`src/rtl/xor_frame_if.sv`:
```
// xor_frame_if: operand/result stream bundle for xor_frame_unit.
interface xor_frame_if #(parameter int WIDTH = 8, parameter int CNT_W = 4);
  logic             in_valid;
  logic             in_ready;
  logic [WIDTH-1:0] A;
  logic [WIDTH-1:0] B;
  logic [1:0]       mode;
  logic             last;
  logic             out_valid;
  logic             out_ready;
  logic [WIDTH-1:0] Y;
  logic             parity;
  logic [CNT_W-1:0] count;
  modport master(output in_valid, A, B, mode, last, out_ready,
                 input in_ready, out_valid, Y, parity, count);
  modport slave(input in_valid, A, B, mode, last, out_ready,
                output in_ready, out_valid, Y, parity, count);
endinterface

```
`src/rtl/xor_frame_unit.sv`:
```
// xor_frame_unit: registered per-beat XOR/XNOR or frame XOR checksum with parity and beat count.
module xor_frame_unit #(
  parameter int WIDTH = 8,
  parameter int CNT_W = 4
) (
  input logic         clk,
  input logic         rst_n,
  xor_frame_if.slave  bus
);
  localparam logic [0:0] IDLE = 1'b0, ACCUM = 1'b1;
  localparam logic [CNT_W-1:0] CNT_ONE = CNT_W'(1);
  localparam logic [CNT_W-1:0] CNT_MAX = '1;
  logic [0:0]       state;
  logic [1:0]       frm_mode, eff_mode;
  logic [WIDTH-1:0] acc, term, acc_nxt, res, y_q;
  logic [CNT_W-1:0] cnt, cnt_nxt, cnt_q;
  logic             ov_q, par_q, take, pair, done;
  assign bus.in_ready  = !ov_q || bus.out_ready;
  assign bus.out_valid = ov_q;
  assign bus.Y         = y_q;
  assign bus.parity    = par_q;
  assign bus.count     = cnt_q;
  // mode only matters on a frame's first beat; later beats reuse the latched copy
  always_comb begin
    take     = bus.in_valid && bus.in_ready;
    eff_mode = state == IDLE ? bus.mode : frm_mode;
    pair     = state == IDLE && (bus.mode == 2'b00 || bus.mode == 2'b11);
    term     = eff_mode == 2'b01 ? bus.A : bus.A ^ bus.B;
    acc_nxt  = state == IDLE ? term : acc ^ term;
    cnt_nxt  = state == IDLE ? CNT_ONE : (cnt == CNT_MAX ? cnt : cnt + CNT_ONE);
    done     = pair || bus.last;
    res      = pair ? (bus.mode == 2'b11 ? ~(bus.A ^ bus.B) : bus.A ^ bus.B) : acc_nxt;
  end
  always_ff @(posedge clk or negedge rst_n) begin
    if (!rst_n) begin
      state    <= IDLE;
      frm_mode <= 2'b00;
      acc      <= '0;
      cnt      <= '0;
      ov_q     <= 1'b0;
      y_q      <= '0;
      par_q    <= 1'b0;
      cnt_q    <= '0;
    end else if (take) begin
      frm_mode <= eff_mode;
      acc      <= acc_nxt;
      cnt      <= done ? '0 : cnt_nxt;
      state    <= done ? IDLE : ACCUM;
      ov_q     <= done;
      if (done) begin
        y_q   <= res;
        par_q <= ^res;
        cnt_q <= cnt_nxt;
      end
    end else if (bus.out_ready) begin
      ov_q <= 1'b0;
    end
  end
endmodule

```
`src/flat_wrapper.sv`:
```
// flat-port wrapper written by rule: the top's interface ports become plain ports
module xor_frame_unit_flat 
#(
  parameter int WIDTH = 8,
  parameter int CNT_W = 4
)
  (clk, rst_n, bus_in_valid, bus_A, bus_B, bus_mode, bus_last, bus_out_ready, bus_in_ready, bus_out_valid, bus_Y, bus_parity, bus_count);
  xor_frame_if #(.WIDTH(WIDTH), .CNT_W(CNT_W)) bus_i ();
  input logic clk;
  input logic rst_n;
  input wire logic [$bits(bus_i.in_valid)-1:0] bus_in_valid;
  input wire logic [$bits(bus_i.A)-1:0] bus_A;
  input wire logic [$bits(bus_i.B)-1:0] bus_B;
  input wire logic [$bits(bus_i.mode)-1:0] bus_mode;
  input wire logic [$bits(bus_i.last)-1:0] bus_last;
  input wire logic [$bits(bus_i.out_ready)-1:0] bus_out_ready;
  output wire logic [$bits(bus_i.in_ready)-1:0] bus_in_ready;
  output wire logic [$bits(bus_i.out_valid)-1:0] bus_out_valid;
  output wire logic [$bits(bus_i.Y)-1:0] bus_Y;
  output wire logic [$bits(bus_i.parity)-1:0] bus_parity;
  output wire logic [$bits(bus_i.count)-1:0] bus_count;
  assign bus_i.in_valid = bus_in_valid;
  assign bus_i.A = bus_A;
  assign bus_i.B = bus_B;
  assign bus_i.mode = bus_mode;
  assign bus_i.last = bus_last;
  assign bus_i.out_ready = bus_out_ready;
  assign bus_in_ready = bus_i.in_ready;
  assign bus_out_valid = bus_i.out_valid;
  assign bus_Y = bus_i.Y;
  assign bus_parity = bus_i.parity;
  assign bus_count = bus_i.count;
  xor_frame_unit #(.WIDTH(WIDTH), .CNT_W(CNT_W)) u_core (.clk(clk), .rst_n(rst_n), .bus(bus_i));
endmodule
```
`config.mk`:
```
export PLATFORM = sky130hd
export DESIGN_NAME = xor_frame_unit_flat
export DESIGN_NICKNAME = d
export VERILOG_FILES = /design/src/rtl/xor_frame_if.sv /design/src/rtl/xor_frame_unit.sv /design/src/flat_wrapper.sv
export SDC_FILE = /design/constraint.sdc
export NUM_CORES = 1
export LEC_CHECK = 0
export ABC_AREA = 0
export BUFFER_PORTS_ARGS = -buffer_cell sky130_fd_sc_hd__buf_4
export CAP_MARGIN = 40
export CORE_AREA = 2 2 62 76
export DETAILED_ROUTE_END_ITERATION = 10
export DIE_AREA = 0 0 64 78
export MAX_ROUTING_LAYER = met4
export PLACE_DENSITY = 0.76
export SETUP_SLACK_MARGIN = 0.3
export SYNTH_ARGS = -nofsm -noshare
export SYNTH_HDL_FRONTEND = slang
export SYNTH_SLANG_ARGS = --single-unit
```
`constraint.sdc`:
```
create_clock -name clk -period 3.63 [get_ports clk]
set_clock_uncertainty 0.15 [all_clocks]
set_input_delay 0.363 -clock clk [delete_from_list [all_inputs] [get_ports clk]]
set_output_delay 0.363 -clock clk [all_outputs]
set_load 0.005 [all_outputs]
```
======== After elaboration in Yosys (flattened, before gate mapping) ========
Cells that the tools add are included.
word-level totals
  register bits ........................... 29
  output and inout port bits .............. 15
  logic and storage cells ................. 37
cells by class
  $add $sub $neg .......................... 1
  eq/ne operators ......................... 3
  multiplexer cells ....................... 11
  bitwise operators ....................... 4
  reductions and logical operators ........ 10
operators by type and width
  operator                                                          count
  8-bit two-way mux                                                 4
  8-bit bitwise XOR                                                 2
  4-bit two-way mux                                                 3
  8-bit inverter                                                    1
  8-bit XOR reduction                                               1
  4-bit by 1-bit adder with 4-bit output (second input constant)    1
  4-bit == test (second input constant)                             1
  1-bit logical OR                                                  3
  1-bit two-way mux                                                 3
  2-bit by 1-bit == test with 1-bit output (second input constant)  1
  2-bit == test (second input constant)                             1
  1-bit logical AND                                                 2
  2-bit zero test                                                   1
  2-bit two-way mux                                                 1
  2-bit AND reduction                                               1
  2-bit nonzero test                                                1
  1-bit zero test                                                   1
  1-bit inverter                                                    1

======== Logic depth before layout (Yosys ltp) ========
  word-level depth ........................ 7
  gate-level depth with buffers ........... 9
  mapped depth without buffers ............ 8

======== Least setup slack after synthesis ========
OpenSTA, ideal clock, no wires.
  kind .................................... input to register
  start point ............................. in bus_mode[0]
  end point ............................... reg u_core.par_q (netlist: u_core.bus.parity)
  library setup time ...................... 125 ps
  arrival time ............................ 2,673 ps
  required time ........................... 3,355 ps
  path slack .............................. 682 ps
  stages on the path ...................... 8
  cell sequence ........................... ha_1 -> nand2b_4 -> a32o_1 -> a221oi_2 -> xnor3_1 -> xnor3_1 -> xnor3_1 -> mux2_2
between the ends
  longest elaborated chain between the ends .. 7
  elaborated cells on any way between the ends .. 14
  those cells by class .................... eq/ne: 2; mux: 5; bitwise: 1; reduce/logical: 6
RTL lines
  what                                      RTL line              text
  from (decl)                               flat_wrapper.sv:14    input wire logic [$bits(bus_i.mode)-1:0] bus_mode;
  2-bit two-way mux                         xor_frame_unit.sv:26  eff_mode = state == IDLE ? bus.mode : frm_mode;
  2-bit by 1-bit == test with 1-bit output  xor_frame_unit.sv:28  term = eff_mode == 2'b01 ? bus.A : bus.A ^ bus.B;
  8-bit two-way mux                         xor_frame_unit.sv:28
  8-bit bitwise XOR                         xor_frame_unit.sv:29  acc_nxt = state == IDLE ? term : acc ^ term;
  8-bit two-way mux                         xor_frame_unit.sv:29
  8-bit two-way mux                         xor_frame_unit.sv:32  res = pair ? (bus.mode == 2'b11 ? ~(bus.A ^ bus.B) : bus.A ^ bus.B) : acc_nxt;
  8-bit XOR reduction                       xor_frame_unit.sv:52  par_q <= ^res;
  to (signal assigned)                      xor_frame_unit.sv:52
  to (decl)                                 xor_frame_unit.sv:17  logic ov_q, par_q, take, pair, done;
Several ways; a longest one is shown, not always the timed one.
A chain may end at the register's enable or synchronous reset.

======== Final worst setup path ========
  start point ............................. reg u_core.frm_mode[1]
  end point ............................... reg u_core.par_q (netlist: u_core.bus.parity)
between the ends
  longest elaborated chain between the ends .. 7
RTL lines
  what                                          RTL line              text
  from (decl)                                   xor_frame_unit.sv:14  logic [1:0] frm_mode, eff_mode;
  from (signal assigned)                        xor_frame_unit.sv:45  frm_mode <= eff_mode;
  2-bit two-way mux (*)                         xor_frame_unit.sv:26
  2-bit by 1-bit == test with 1-bit output (*)  xor_frame_unit.sv:28
  8-bit two-way mux (*)                         xor_frame_unit.sv:28
  8-bit bitwise XOR                             xor_frame_unit.sv:29
  8-bit two-way mux (*)                         xor_frame_unit.sv:29
  8-bit two-way mux (*)                         xor_frame_unit.sv:32
  8-bit XOR reduction (*)                       xor_frame_unit.sv:52
Every way passes the cells marked *; elsewhere a longest branch is shown, timed or not.

==> run metrics <==
status=completed; synthesized area=1890 um2; Logic pwr share=42.3%; switching pwr=502 uW; Hold Path Depth=2; PD cells=646 nW/um2; synth warn=0; std cell rows=26; GP Congestion=0.837; Switching Share=33.2%; CTS tree=built; vias=1,687; Worst path slowest cell=xnor3_1; Critical Path RT=3640 ps; wire per inst=14.5 um; Max Buffers Root-to-Sink=2; Reg2Reg Depth=7; #FFs+latches synth=29; PortBufs=37; max incr delay on CP=450 ps; Critical Path Fanout Max=16; Worst EP arrival=3030 ps; initial antenna violation count=0; Post-DRT Antenna Nets=0; antenna cells=0; max-slew violations=0; Reg clk slew, reported paths=70 ps; DRT iter0 DRCs=164; post-synthesis sequential area ratio=38.3%; P&R area growth vs syn=23.7%; Stages on worst setup path=7; fin cells=299; hold_sp=bus_last; clock root cell=clkbuf_8; Die Wd=64 um; Initial Util=45.1%; total CTS buffers=5; Core ar.=4200 um2; number of H-tree levels=2; CP Cell Sequence=nand2b_1 -> a32o_1 -> a221oi_2 -> xnor3_1 -> xnor3_1 -> xnor3_1 -> mux2_2; Worst setup startpoint=u_core.frm_mode[1]$_DFFE_PN0P_; Slew HR=52.8%; vias in the first global route=1,451; final worst path period share=83.2%; post-DP HPWL=3.19 mm; syn_area_per_cell=9.19 um2; DRC viols=0; largest net degree at the start of global routing=30; final hold violations=0; max-cap viol count=0; f_max=331 MHz; Setup crit start kind=register; Detailed Routing Iterations Pass 1=4; Ports=38; most frequent CP cell=xnor3_1; Worst VDD drop=285 uV; Final Setup Violations=0; Nets=267; wirelength, routed=4.35 mm; total grt overflow=0; Netlist cell types=37; Leakage=0.00106 uW; final core utilization=55.8%; Die Ht=78 um; critical path class=reg -> reg; Reg-to-Reg Start=u_core.frm_mode[1]$_DFFE_PN0P_; clock latency on the worst-skew pair=280 ps; cts repair resizes=0; internal power=1010 uW; setup_tns=0 ps; Mapped Nets=231; Seq pwr share=34.8%; Clock Sinks=29; Clk network pwr share=22.9%; Vias/cell=5.64; Total GRT Usage=18.6%; RSZ-0062 raised after global routing=false; Hold Path Class=in -> reg; crit path buf inv count=0; critical path endpoint category=register; ratio of cells with drive above 1 in the final layout=24.7%; critical path's top delay family=XOR/XNOR gates; die area=4990 um2; worst-margin pin slew=708 ps; Mapped Cells=206; Inst Count DP=290; min cycle time layout=3020 ps; first-pass GRT wire length=6.87 mm
==> synth_stat cells <==
cell type / n / area share (%)
a311oi_1: 8 / 3.7
mux2_2: 3 / 1.8
clkbuf_1: 10 / 2.0
dfrtp_1: 29 / 38
and4_1: 1 / 0.46
a211oi_1: 1 / 0.40
o211ai_1: 8 / 3.2
buf_1: 1 / 0.20
o21ai_0: 17 / 4.5
a21o_1: 1 / 0.40
and3_1: 2 / 0.66
and3_2: 6 / 2.4
a211oi_2: 1 / 0.66
nand2b_4: 1 / 0.73
nand3_1: 1 / 0.26
nor2_1: 12 / 2.4
o31ai_1: 3 / 1.2
nand3b_2: 1 / 0.59
nand3b_1: 3 / 1.2
o21ai_1: 2 / 0.53
ha_1: 2 / 1.3
nand2b_1: 4 / 1.3
a21oi_1: 15 / 4.0
a22o_1: 1 / 0.46
a221oi_2: 1 / 0.79
nor2b_1: 2 / 0.66
a211o_1: 6 / 2.8
a32o_1: 2 / 1.1
nand2_1: 27 / 5.4
a31oi_1: 1 / 0.33
nand2b_2: 1 / 0.46
xnor3_1: 3 / 3.6
xor2_1: 10 / 4.6
inv_1: 2 / 0.40
and2_1: 1 / 0.33
nand4_1: 6 / 2.0
xnor2_1: 11 / 5.1
==> per-stage QoR <==
| step | instance area (um2) | hold slack [ps] | power, uW | worst slack, ps |
|---|---|---|---|---|
| after CTS | 2340 | 115 | 1530 | 605 |
| final | 2340 | 122 | 1510 | 610 |
| after global routing | 2340 | 120 | 1610 | 456 |
| after global placement | 2210 | 159 | 1150 | 425 |
| after detailed placement | 2210 | 168 | 1180 | 363 |
| after floorplan | 1890 | -82.6 | 967 | 682 |
==> routing by layer <==
layer  track usage, %  wire, um
met1             20.6      1790
met2             32.2      2280
met3             3.77       207
met4             7.83        71
met5                -         0
==> what timing repair did <==
item	in CTS	in global routing
setup buffers	0	0
endpoints found under the hold margin	29	0
hold buffers	1	0
==> power by group through the flow <==
stage | combinational, uW | clock, uW | sequential [uW]
final | 640 | 347 | 526
after global routing | 700 | 367 | 544
after CTS | 648 | 353 | 525
after detailed placement | 646 | 0 | 532
after global placement | 627 | 0 | 526
after floorplan | 452 | 0 | 515
==> flip-flops by register name, indices dropped and copies added (netlist names) <==
name and cells:
u_core.acc 8, u_core.cnt 4, u_core.state 1, u_core.bus.parity 1
u_core.bus.count 4, u_core.bus.Y 8, u_core.bus.out_valid 1, u_core.frm_mode 2
==> layout by cell type (no fill, tap or decap), types with 8 or more instances in the layout <==
| cell | count |
|---|---|
| a21oi_1 | 15 |
| dfrtp_1 | 29 |
| buf_4 | 39 |
| xor2_1 | 10 |
| nor2_1 | 12 |
| o211ai_1 | 8 |
| o21ai_0 | 17 |
| nand2_1 | 27 |
| a311oi_1 | 8 |
| xnor2_1 | 11 |
==> logic make-up (layout without fill, tap and decap cells) <==
family,after synthesis,count (layout),synth area share (%)
AO/OA/AOI/OAI,67,67,23.9
XOR/XNOR,24,24,13.3
adder cells (fa/ha/maj),2,2,1.32
buffers and inverters,13,50,2.58
flip-flops,29,29,38.3
multiplexers,3,3,1.78
AND/OR/NAND/NOR,68,68,18.8
==> cell type report <==
type,count,area (um2)
clock buffers,7,86.3
clock inverters,1,30.0
fillers,405,1860
inverters,2,7.51
multi-input cells,164,1120
flip-flops and latches,29,726
well taps,56,70.1
repair buffers,40,303
==> final timing paths <==
kind	endpoint	slack, ps
worst max-delay path	u_core.bus.parity$_DFFE_PN0P_	610
worst min-delay path	u_core.state$_DFFE_PN0P_	120
worst max register to register	u_core.bus.parity$_DFFE_PN0P_	610
worst min register to register	u_core.bus.count[0]$_DFFE_PN0P_	330
max in group asynchronous	u_core.acc[5]$_DFFE_PN0P_	2650
min in group asynchronous	u_core.acc[3]$_DFFE_PN0P_	390
==> worst register-to-register path, delay by kind of cell (launching register included) <==
family                    cells  cell delay (ps)
DFF                           1              390
muxes                         1              260
xor gates and xnor gates      3             1040
AOI/OAI and AO/OA             2              660
and+or+nand+nor               1              400
Note: power is estimated with default switching activity, not from simulation.
